[src/rtl/dmem_arb_pkg.sv]
// dmem_arb_pkg: shared types for the data-memory arbiter.
// Master ids and the single-slot response tracker.
package dmem_arb_pkg;

  localparam int NUM_MASTERS = 2;

  typedef logic master_id_t;

  typedef struct packed {
    logic       valid;
    master_id_t id;
    logic       we;
  } resp_t;

endpackage

[src/rtl/dmem_arbiter_rr_arb2.sv]
// rr_arb2: two-input round-robin grant with priority register.
// The last winner drops to lowest priority on the next cycle.
module rr_arb2
  import dmem_arb_pkg::*;
(
  input  logic                   clk,
  input  logic                   rst_n,
  input  logic [NUM_MASTERS-1:0] req,
  output logic [NUM_MASTERS-1:0] gnt,
  output master_id_t             win
);

  master_id_t prio;

  // grant the lone requester, or the prioritised one on contention
  always_comb begin
    gnt[0] = req[0] & (~req[1] | (prio == 1'b0));
    gnt[1] = req[1] & (~req[0] | (prio == 1'b1));
    win    = gnt[1];
  end

  // hand priority to the other port after every grant
  always_ff @(posedge clk or negedge rst_n) begin
    if (!rst_n) begin
      prio <= 1'b0;
    end else if (|gnt) begin
      prio <= ~win;
    end
  end

endmodule

[src/rtl/dmem_arbiter.sv]
// dmem_arbiter: shares the data memory between LSU and debug/DMA.
// Optional stall counters: define DMEM_ARB_STALL_CNT_EN.
module dmem_arbiter
  import dmem_arb_pkg::*;
#(
  parameter int DATA_WIDTH = 32,
  parameter int ADDR_WIDTH = 10,
  parameter int CNT_WIDTH  = 16
) (
  input  logic                    clk,
  input  logic                    rst_n,
  input  logic [1:0]              m_req,
  input  logic [1:0]              m_we,
  input  logic [DATA_WIDTH/8-1:0] m_be0,
  input  logic [DATA_WIDTH/8-1:0] m_be1,
  input  logic [ADDR_WIDTH-1:0]   m_addr0,
  input  logic [ADDR_WIDTH-1:0]   m_addr1,
  input  logic [DATA_WIDTH-1:0]   m_wdata0,
  input  logic [DATA_WIDTH-1:0]   m_wdata1,
  output logic [1:0]              m_gnt,
  output logic [1:0]              m_rvalid,
  output logic [DATA_WIDTH-1:0]   m_rdata0,
  output logic [DATA_WIDTH-1:0]   m_rdata1,
  output logic                    mem_req,
  output logic                    mem_we,
  output logic [DATA_WIDTH/8-1:0] mem_be,
  output logic [ADDR_WIDTH-1:0]   mem_addr,
  output logic [DATA_WIDTH-1:0]   mem_wdata,
  input  logic                    mem_rvalid,
  input  logic [DATA_WIDTH-1:0]   mem_rdata,
  output logic [CNT_WIDTH-1:0]    stall_cnt0,
  output logic [CNT_WIDTH-1:0]    stall_cnt1
);

  master_id_t sel;
  resp_t      resp;
  logic       fire;
  logic       rd_ok;

  rr_arb2 u_arb (
    .clk   (clk),
    .rst_n (rst_n),
    .req   (m_req),
    .gnt   (m_gnt),
    .win   (sel)
  );

  // forward the winner's command; idle selects port 0, no write
  always_comb begin
    mem_req   = |m_req;
    mem_we    = mem_req & (sel ? m_we[1] : m_we[0]);
    mem_be    = sel ? m_be1    : m_be0;
    mem_addr  = sel ? m_addr1  : m_addr0;
    mem_wdata = sel ? m_wdata1 : m_wdata0;
  end

  // remember who owns the response due next cycle
  always_ff @(posedge clk or negedge rst_n) begin
    if (!rst_n) begin
      resp <= '0;
    end else begin
      resp.valid <= |m_gnt;
      resp.id    <= sel;
      resp.we    <= mem_we;
    end
  end

  // writes complete on their own; reads wait for memory
  always_comb begin
    rd_ok       = resp.valid & ~resp.we & mem_rvalid;
    fire        = (resp.valid & resp.we) | rd_ok;
    m_rvalid[0] = fire & (resp.id == 1'b0);
    m_rvalid[1] = fire & (resp.id == 1'b1);
    m_rdata0    = (m_rvalid[0] & ~resp.we) ? mem_rdata : '0;
    m_rdata1    = (m_rvalid[1] & ~resp.we) ? mem_rdata : '0;
  end

  // memory must only answer the read issued last cycle
  a_no_stray_rvalid : assert property (
    @(posedge clk) disable iff (!rst_n)
    !(mem_rvalid && !(resp.valid && !resp.we))
  );

`ifdef DMEM_ARB_STALL_CNT_EN
  logic [CNT_WIDTH-1:0] cnt [NUM_MASTERS];

  for (genvar i = 0; i < NUM_MASTERS; i++) begin : g_stall
    // count cycles spent waiting, saturating at all-ones
    always_ff @(posedge clk or negedge rst_n) begin
      if (!rst_n) begin
        cnt[i] <= '0;
      end else if (m_req[i] & ~m_gnt[i] & ~&cnt[i]) begin
        cnt[i] <= cnt[i] + 1'b1;
      end
    end
  end

  assign stall_cnt0 = cnt[0];
  assign stall_cnt1 = cnt[1];
`else
  assign stall_cnt0 = '0;
  assign stall_cnt1 = '0;
`endif

endmodule

[config.mk]
export PLATFORM = sky130hd
export DESIGN_NAME = dmem_arbiter
export DESIGN_NICKNAME = d
export VERILOG_FILES = /design/src/rtl/dmem_arb_pkg.sv /design/src/rtl/dmem_arbiter_rr_arb2.sv /design/src/rtl/dmem_arbiter.sv
export SDC_FILE = /design/constraint.sdc
export NUM_CORES = 1
export LEC_CHECK = 0
export BUFFER_PORTS_ARGS = -buffer_cell sky130_fd_sc_hd__buf_2
export CELL_PAD_IN_SITES_DETAIL_PLACEMENT = 0
export CELL_PAD_IN_SITES_GLOBAL_PLACEMENT = 1
export CORE_AREA = 2 2 107 109
export DETAILED_ROUTE_END_ITERATION = 16
export DIE_AREA = 0 0 109 111
export HOLD_SLACK_MARGIN = 0.12
export MAX_ROUTING_LAYER = met4
export PLACE_DENSITY_LB_ADDON = 0.1
export SYNTH_ARGS = -nofsm -noshare
export SYNTH_HDL_FRONTEND = slang
export SYNTH_HIERARCHICAL = 1
export SYNTH_SLANG_ARGS = --single-unit
[constraint.sdc]
create_clock -name clk -period 1.9 [get_ports clk]
set_clock_uncertainty 0.2 [all_clocks]
set_input_delay 0.285 -clock clk [delete_from_list [all_inputs] [get_ports clk]]
set_output_delay 0.285 -clock clk [all_outputs]
set_load 0.005 [all_outputs]
== Word level (Yosys, flattened, before mapping) ==
Cells that the tools add are included.
Word-level totals
  output and inout port bits: 148
  word-level logic and storage cells: 31
  flip-flop bits (word level): 4
  bits of input ports: 131
Operators by class
  bitwise logic cells: 19
  reduce and logical (&&, ||, !) cells: 2
  mux-type cells: 6
Operator list (count)
  $mux W32: 3
  $and A1 B1 Y1: 10
  $mux W10: 1
  $not A1 Y1: 6
  $mux W4: 1
  $reduce_or A2 Y1: 2
  $or A1 B1 Y1: 3
  $mux W1: 1

== Longest topological paths before layout ==
Gate-level depths: netlist (run 1).
  word-level depth: 7
  mapped depth: 6
  gate-level depth less buffers: 4

== Hierarchy ==
Netlist (run 1), hierarchy kept.
Modules (own cells, without submodules)
  dmem_arbiter: area each 1564.0 µm², instances 1, cells each 176
  rr_arb2: area each 61.3 µm², instances 1, cells each 7

== Worst setup path before layout (run 1) ==
Ideal clock, no wire load.
  kind: reg-to-output
  from: register u_arb.prio
  to: output port mem_wdata[10]
  stages on the path, launching flop included: 6
  slack: 0.142 ns
  data required time: 1.415 ns
  arrival: 1.273 ns
  cell sequence: dfrtp_1 -> nand2b_1 -> and2_1 -> buf_6 -> buf_6 -> mux2_4
Between the ends
  word-level cells in the longest chain between the ends: 3
RTL lines
  start, declared: RTL line dmem_arbiter_rr_arb2.sv:13  | master_id_t prio;
  start signal, assigned: RTL line dmem_arbiter_rr_arb2.sv:27  | prio <= ~win;
  $or A1 B1 Y1: RTL line dmem_arbiter_rr_arb2.sv:18  | gnt[1] = req[1] & (~req[0] | (prio == 1'b1));
  $and A1 B1 Y1: RTL line dmem_arbiter_rr_arb2.sv:18
  via sel: RTL line dmem_arbiter.sv:35  | master_id_t sel;
  $mux W32: RTL line dmem_arbiter.sv:54  | mem_wdata = sel ? m_wdata1 : m_wdata0;
  end, declared: RTL line dmem_arbiter.sv:28  | output logic [DATA_WIDTH-1:0] mem_wdata,
The timed path passes the listed nets, and every way through them passes these cells.

== Worst setup path after layout (run 1) ==
  from: register u_arb.prio
  to: output port mem_addr[6]
Between the ends
  word-level cells in the longest chain between the ends: 3
RTL lines
  $or A1 B1 Y1: RTL line dmem_arbiter_rr_arb2.sv:18
  $and A1 B1 Y1: RTL line dmem_arbiter_rr_arb2.sv:18
  $mux W10: RTL line dmem_arbiter.sv:53  | mem_addr = sel ? m_addr1 : m_addr0;
  end, declared: RTL line dmem_arbiter.sv:27  | output logic [ADDR_WIDTH-1:0] mem_addr,
No other way between the ends.

==> results by group, run 1 <==
Status
  – Run status: complete, but fails checks
  – Failing checks: negative setup slack

Timing
  – Setup repair after global routing missed its margin: true
  – Hold Violations, Final: 0
  – Number of pins with negative max-slew slack in the final report: 0
  – Min Tclk post-route: 2.04 ns
  – Fin crit share: 1.08
  – Fin worst setup slack: -0.145 ns
  – Setup violators final: 47
  – Achievable Freq: 489 MHz

Pwr
  – Worst IR drop on VDD: 0.213 mV
  – Reported leakage power: 2.13 nW
  – Overall power after layout: 1.20 mW
  – Power per Cell Area: 375 nW/um^2

Synth
  – Mean area per synthesized cell: 8.88 sq um
  – Portion of netlist area occupied by mux cells: 0.392
  – Post-synthesis simple-gate area fraction: 0.283
  – Main combinational cell family by area after synthesis: multiplexers
  – Adder-cell area share of the yosys netlist: 0
  – Largest area contributor in the synthesized netlist: sky130_fd_sc_hd__mux2_4
  – Synth warn: 6
  – Post-synthesis instance area: 1630 sq um
  – Yosys cell types: 20
  – Complex-gate fraction of the synthesized area: 0.0108
  – Area share of the largest cell type after synthesis: 0.268
  – Top cells by area, synth: sky130_fd_sc_hd__mux2_4 (27%), sky130_fd_sc_hd__and3_1 (25%), sky130_fd_sc_hd__buf_4 (16%)
  – Commonest cells post-synth: sky130_fd_sc_hd__and3_1 (64), sky130_fd_sc_hd__buf_4 (35), sky130_fd_sc_hd__mux2_4 (29), sky130_fd_sc_hd__mux2_2 (17), sky130_fd_sc_hd__buf_6 (7)
  – Register bit count reported by yosys: 4
  – Cells after synthesis: 183
  – Post-synth top flop: sky130_fd_sc_hd__dfrtp_1
  – Dominant cell by count in the synthesized netlist: sky130_fd_sc_hd__and3_1
  – Post-synthesis share of cell area spent on xor and xnor gates: 0
  – Portion of the post-synthesis area used by sequential elements: 0.0616
  – Share of async-settable or async-resettable flops after synthesis: 1.00
  – Count of flip-flops with a built-in enable after synthesis: 0

Final layout
  – Fraction of final layout cells with drive strength greater than 1: 0.733
  – Layout-stage area growth over the synthesis result: 96.3%
  – Nets@finish: 557
  – Total of fill cells in the finished design: 1,243

Global route
  – Vias in the first global route: 1,921
  – Leftover overflow at the end of global routing: 0
  – Pin count of the biggest net entering global routing: 65
  – Aggregate global-route resource usage: 0.101
  – Number of antenna violations at the first check in global routing: 1
  – First-pass GRT wire length: 9200 um

Routing
  – Residual DRC count: 0
  – Final routed wire length divided by cell count: 12.1 um
  – Count of TritonRoute iterations in the first routing pass: 3
  – Initial detailed-routing violation count: 97
  – Total via count in the routed design: 2,139
  – Via density per instance: 3.77
  – Overall routed net length: 6870 um
  – Number of routed nets with antenna violations: 0

Clocking
  – # clock sinks: 4
  – Clock Path Buffers: 2
  – Cell at the root of the clock tree: sky130_fd_sc_hd__clkbuf_16
  – Number of clock buffers inserted by TritonCTS: 3
  – Worst-Skew Late Latency: 0.22 ns
  – Clock tree from TritonCTS: done
  – H-Tree Depth: 1
  – Clock-pin slew on the worst setup and hold paths: 0.03 ns

Worst setup path
  – Maximum fanout count along the critical path: 15
  – Startpoint-to-endpoint class of the critical path: reg2out
  – Data required time at the worst endpoint: 1.41 ns
  – Worst reg2reg startpoint: u_arb/prio
  – Reg2reg path depth: 6
  – CP arrival: 1.56 ns
  – Critical Path End Type: output port
  – Launching element type of the critical path: flop
  – R2R setup slack: 0.32 ns
  – Capture point of the worst reg-to-reg path: resp[0]

Die
  – Number of ports placed on the die boundary: 279
  – Floorplan die area: 12,100 sq um
  – Width of the die: 109 um
  – Area of the core region: 11,100 sq um
  – Starting density of the core: 0.147
  – Total number of placement rows: 39
  – Vertical die dimension: 111 um

Worst hold path
  – Terminating pin of the worst hold path: u_arb/prio
  – Kind of path behind the tightest hold check: in2reg
  – Startpoint of the worst hold path: m_req[0]
  – Hold-critical path depth: 3

Job
  – Max-capacitance violation count: 0

Placement
  – Placer Congestion: 0.772
  – IO buf count: 246
  – Final HPWL DP: 5720 um
  – Minimum setup slack after placement: -0.000695 ns
## worst max-delay path by stage
stage,from,end,cells after the start
after floorplan,u_arb/prio,mem_wdata[10],5
after global routing,u_arb/prio,mem_addr[5],5
after global placement,m_req[0],mem_addr[6],6
after detailed placement,m_req[0],mem_addr[1],6
final,u_arb/prio,mem_addr[6],5
after CTS,u_arb/prio,mem_wdata[23],5
## worst max-delay path, stage by stage (launching register included)
cell and delay, ns:
sky130_fd_sc_hd__dfrtp_1 0.34, sky130_fd_sc_hd__nand2b_4 0.13, sky130_fd_sc_hd__and2_4 0.22, sky130_fd_sc_hd__buf_12 0.17, sky130_fd_sc_hd__mux2_2 0.33, sky130_fd_sc_hd__buf_2 0.13
## registers in the layout (all words and copies together) (netlist names)
register,cells
resp,3
u_arb/prio,1
## report_power, final
part	leakage [nW]	internal, mW	total [mW]	switching (mW)
sequential	0.0477	0.0952	0.101	0.00608
clock	0.0370	0.268	0.323	0.0546
combinational	2.05	0.474	0.773	0.299
## placed cells by master, fill, tap and decap left out, types with 2 or more instances in the layout
cell	synthesis	layout
sky130_fd_sc_hd__buf_4	35	3
sky130_fd_sc_hd__mux2_2	17	12
sky130_fd_sc_hd__dfrtp_1	4	4
sky130_fd_sc_hd__conb_1	1	32
sky130_fd_sc_hd__buf_2	4	223
sky130_fd_sc_hd__nor2b_2	2	2
sky130_fd_sc_hd__buf_12	0	5
sky130_fd_sc_hd__buf_6	7	23
sky130_fd_sc_hd__nor2_1	4	4
sky130_fd_sc_hd__and3_1	64	64
sky130_fd_sc_hd__mux2_4	29	34
sky130_fd_sc_hd__dlygate4sd3_1	0	2
sky130_fd_sc_hd__o21ai_0	2	2
sky130_fd_sc_hd__clkbuf_16	0	3
sky130_fd_sc_hd__inv_1	3	3
## logic make-up (layout without fill, tap and decap cells)
kind of cell / Yosys count / count (layout)
DFF: 4 / 4
and+or+nand+nor: 74 / 74
muxes: 47 / 47
other: 1 / 33
AOI/OAI and AO/OA: 3 / 3
buffers and inverters: 54 / 264
## per-stage QoR
stage / hold slack, ns / instances / instance area, sq um / setup TNS [ns] / utilization
after detailed placement: -0.102 / 558 / 2850 / -0.000695 / 0.257
final: 0.155 / 568 / 3190 / -5.47 / 0.288
after global routing: 0.174 / 568 / 3190 / -8.48 / 0.288
after global placement: -0.102 / 558 / 2850 / 0 / 0.257
after floorplan: -0.211 / 214 / 1740 / 0 / -
after CTS: 0.146 / 566 / 3000 / -6.06 / 0.271
## metal layers
layer  vias up  share of wire  track usage
met1       929           0.32       0.0897
met4         0         0.0052       0.0179
met3         4           0.11       0.0288
met2       142           0.56        0.204
li1       1064              -            -
met5         -              0            -
## timing repair
item | in CTS | in global routing
pin swaps | 1 | 1
gates resized for setup | 5 | 31
hold buffers | 2 | 0
cloned | 1 | 0
setup endpoints to repair | 47 | 47
hold endpoints to repair | 5 | 0
buffers inserted | 2 | 1
## area by class of cell
type,instances,area [sq um],share of cell area
flip-flops and latches,4,100,0.0314
multi-input cells,156,1260,0.396
diodes,1,2.50,0.000784
well taps,143,179,0.0561
inverters,3,11.3,0.00353
repair buffers,258,1560,0.489
clock buffers,3,75.1,0.0235
Power figures use the tool's default switching activity.
==> run 2: changes to the inputs <==
--- a/config.mk
+++ b/config.mk
@@ -13,7 +13,7 @@
 export DIE_AREA = 0 0 109 111
 export HOLD_SLACK_MARGIN = 0.12
 export MAX_ROUTING_LAYER = met4
-export PLACE_DENSITY_LB_ADDON = 0.1
+export PLACE_DENSITY = 0.81
 export SYNTH_ARGS = -nofsm -noshare
 export SYNTH_HDL_FRONTEND = slang
 export SYNTH_HIERARCHICAL = 1
==> results by group, run 2 (synthesis results as in run 1) <==
Worst setup path
  – Cell count along the critical path: 5 (unchanged)
  – Worst setup path startpoint: u_arb/prio
  – Buffering stage count on the worst path with inverters included: 2 (unchanged)
  – Maximum fanout count along the critical path: 12 (-3)
  – Reg2reg path depth: 5 (-1)
  – CP arrival: 1.59 ns (+0.03 ns)
  – Series of cell instances along the critical path: nand2b_4 > and2_4 > buf_12 > mux2_2 > buf_2
  – Critical Path End Type: output port
  – Max incr delay on CP: 0.35 ns (about the same)
  – Slowest CP cell: sky130_fd_sc_hd__mux2_2
  – Data required time at the worst endpoint: 1.41 ns (about the same)
  – Capture point of the worst reg-to-reg path: resp[2]
  – Startpoint-to-endpoint class of the critical path: reg2out
  – Top cell family by delay on the critical path: simple AND/OR/NAND/NOR gates
  – Launching element type of the critical path: flop
  – Worst reg2reg startpoint: u_arb/prio
  – Worst setup endpoint: mem_be[3]
  – R2R setup slack: 0.33 ns (about the same)

Pwr
  – Clock network power share: 0.267 (-0.003)
  – Sequential fraction of design power: 0.083 (-0.002)
  – Power per Cell Area: 386 nW/um^2 (+2.8%)
  – Combinational Power Share: 0.650 (+0.004)
  – Internal Power: 0.835 mW (-0.33%)
  – Net load switching power: 0.390 mW (+8.4%)
  – Worst IR drop on VDD: 0.164 mV (-23%)
  – Sw Ratio: 0.319 (+0.0179)
  – Reported leakage power: 2.13 nW (-0.34%)
  – Overall power after layout: 1.22 mW (+2.3%)

Routing
  – Initial detailed-routing violation count: 86 (-11%)
  – Final routed wire length divided by cell count: 14.3 um (+19%)
  – Count of TritonRoute iterations in the first routing pass: 4 (+1)
  – Number of routed nets with antenna violations: 0 (unchanged)
  – Met2 WL post-DR: 4320 um (+13%)
  – Residual DRC count: 0 (unchanged)
  – Top Layer Used: met4
  – Total via count in the routed design: 2,215 (+3.6%)
  – Met3 wire length: 880 um (+12%)
  – Via density per instance: 3.89 (+3.4%)
  – Total routed wire length on the met1 layer: 2950 um (+33%)
  – Overall routed net length: 8160 um (+19%)

Timing
  – Fin worst setup slack: -0.180 ns (-0.0348 ns)
  – Min Tclk post-route: 2.08 ns (+0.0348 ns)
  – Fin crit share: 1.09 (+0.0183)
  – Achievable Freq: 481 MHz (-1.7%)
  – Setup violators final: 47 (unchanged)
  – Setup repair after global routing missed its margin: true
  – Hold Violations, Final: 0 (unchanged)
  – Post-route worst hold slack: 0.146 ns (-0.00935 ns)
  – Number of pins with negative max-slew slack in the final report: 0 (unchanged)
  – Final TNS setup: -6.47 ns (-1.00 ns)

Die
  – Number of ports placed on the die boundary: 279 (unchanged)
  – Area of the core region: 11,100 sq um (unchanged)
  – Width of the die: 109 um (unchanged)
  – Total number of placement rows: 39 (unchanged)
  – Vertical die dimension: 111 um (unchanged)
  – Starting density of the core: 0.147 (unchanged)
  – Floorplan die area: 12,100 sq um (unchanged)

Global route
  – Aggregate global-route resource usage: 0.121 (+0.0209)
  – Vias in the first global route: 2,112 (+9.9%)
  – Pin count of the biggest net entering global routing: 65 (unchanged)
  – Leftover overflow at the end of global routing: 0 (unchanged)
  – First-pass GRT wire length: 11,100 um (+20%)
  – Number of antenna violations at the first check in global routing: 1 (unchanged)

Final layout
  – Leading cell types in the layout, fill and taps excluded: sky130_fd_sc_hd__buf_2 (223), sky130_fd_sc_hd__and3_1 (64), sky130_fd_sc_hd__mux2_4 (32), sky130_fd_sc_hd__conb_1 (32), sky130_fd_sc_hd__buf_6 (27)
  – Top Registers: resp x3, u_arb/prio x1
  – Largest reg by FF count: resp
  – Max FFs per register: 3 (unchanged)
  – End-of-flow core utilization: 0.287 (-0.00147)
  – Layout-stage area growth over the synthesis result: 95.3%
  – Fraction of final layout cells with drive strength greater than 1: 0.734 (about the same)
  – Total of fill cells in the finished design: 1,198 (-3.6%)
  – Nets@finish: 558 (+0.18%)
  – Post-route cell area: 3170 sq um (-0.51%)
  – Final Instance Count excl. Fillers: 569 (+0.18%)
  – Most common library cell in the layout ignoring fill and taps: sky130_fd_sc_hd__buf_2

Placement
  – Final HPWL DP: 7310 um (+28%)
  – Minimum setup slack after placement: -0.0570 ns (-0.0563 ns)
  – IO buf count: 246 (unchanged)
  – Post-Place Cells: 560 (+0.36%)
  – Placed standard-cell area: 2850 sq um (about the same)
  – Placer Congestion: 0.823 (+6.6%)

Status
  – Failing checks: negative setup slack
  – Run status: complete, but fails checks

Job
  – Max-capacitance violation count: 0 (unchanged)

Clocking
  – Clock-pin slew on the worst setup and hold paths: 0.03 ns (about the same)
  – Number of clock buffers inserted by TritonCTS: 3 (unchanged)
  – H-Tree Depth: 1 (unchanged)
  – Worst-Skew Late Latency: 0.22 ns (about the same)
  – Cell at the root of the clock tree: sky130_fd_sc_hd__clkbuf_16
  – Clock Path Buffers: 2 (unchanged)
  – Clock tree from TritonCTS: done
  – # clock sinks: 4 (unchanged)

Worst hold path
  – Kind of path behind the tightest hold check: in2reg
-- run 2: worst register-to-register path, stage by stage (launching register included) --
cell and delay, ns:
sky130_fd_sc_hd__dfrtp_1 0.37, sky130_fd_sc_hd__nand2b_4 0.14, sky130_fd_sc_hd__and2_4 0.19, sky130_fd_sc_hd__buf_4 0.15, sky130_fd_sc_hd__buf_6 0.11, sky130_fd_sc_hd__or2_2 0.29
-- run 2: layout make-up --
cell class / count / area, sq um / area share
Multi-Input combinational cell: 156 / 1260 / 0.396
Sequential cell: 4 / 100 / 0.0315
Timing Repair Buffer: 259 / 1550 / 0.488
Inverter: 3 / 11.3 / 0.00355
Clock buffer: 3 / 75.1 / 0.0237
Tap cell: 143 / 179 / 0.0564
Antenna cell: 1 / 2.50 / 0.000788
-- run 2: how the worst min path moves through the flow --
stage | start | to | slack [ns] | cells after the start
finish | m_req[0] | u_arb/prio | 0.15 | 3
floorplan | rst_n | resp[0] | -0.21 | 0
CTS | m_req[0] | u_arb/prio | 0.14 | 3
detailed placement | rst_n | resp[0] | -0.11 | 1
global placement | rst_n | resp[0] | -0.11 | 1
global route | m_req[0] | u_arb/prio | 0.15 | 3
-- run 2: metal layers --
metal	global-route usage	vias to the layer above
met5	-	-
met3	0.0165	2
li1	-	1063
met1	0.129	988
met4	0.0128	0
met2	0.239	162
-- run 2: power by group through the flow --
stage	Clock, mW	Sequential (mW)	Combinational (mW)
after CTS	0.336	0.101	0.739
after floorplan	0	0.101	0.411
final	0.328	0.102	0.796
after detailed placement	0	0.103	0.702
after global placement	0	0.102	0.691
after global routing	0.344	0.102	0.858
-- run 2: repair_timing --
| action | 4_1_cts | 5_1_grt |
|---|---|---|
| gates resized for setup | 9 | 25 |
| pin swaps | 1 | 0 |
| buffers inserted | 2 | 0 |
| endpoints found under the hold margin | 5 | 0 |
| cloned | 1 | 0 |
| setup endpoints to repair | 56 | 47 |
| hold buffers | 2 | 0 |
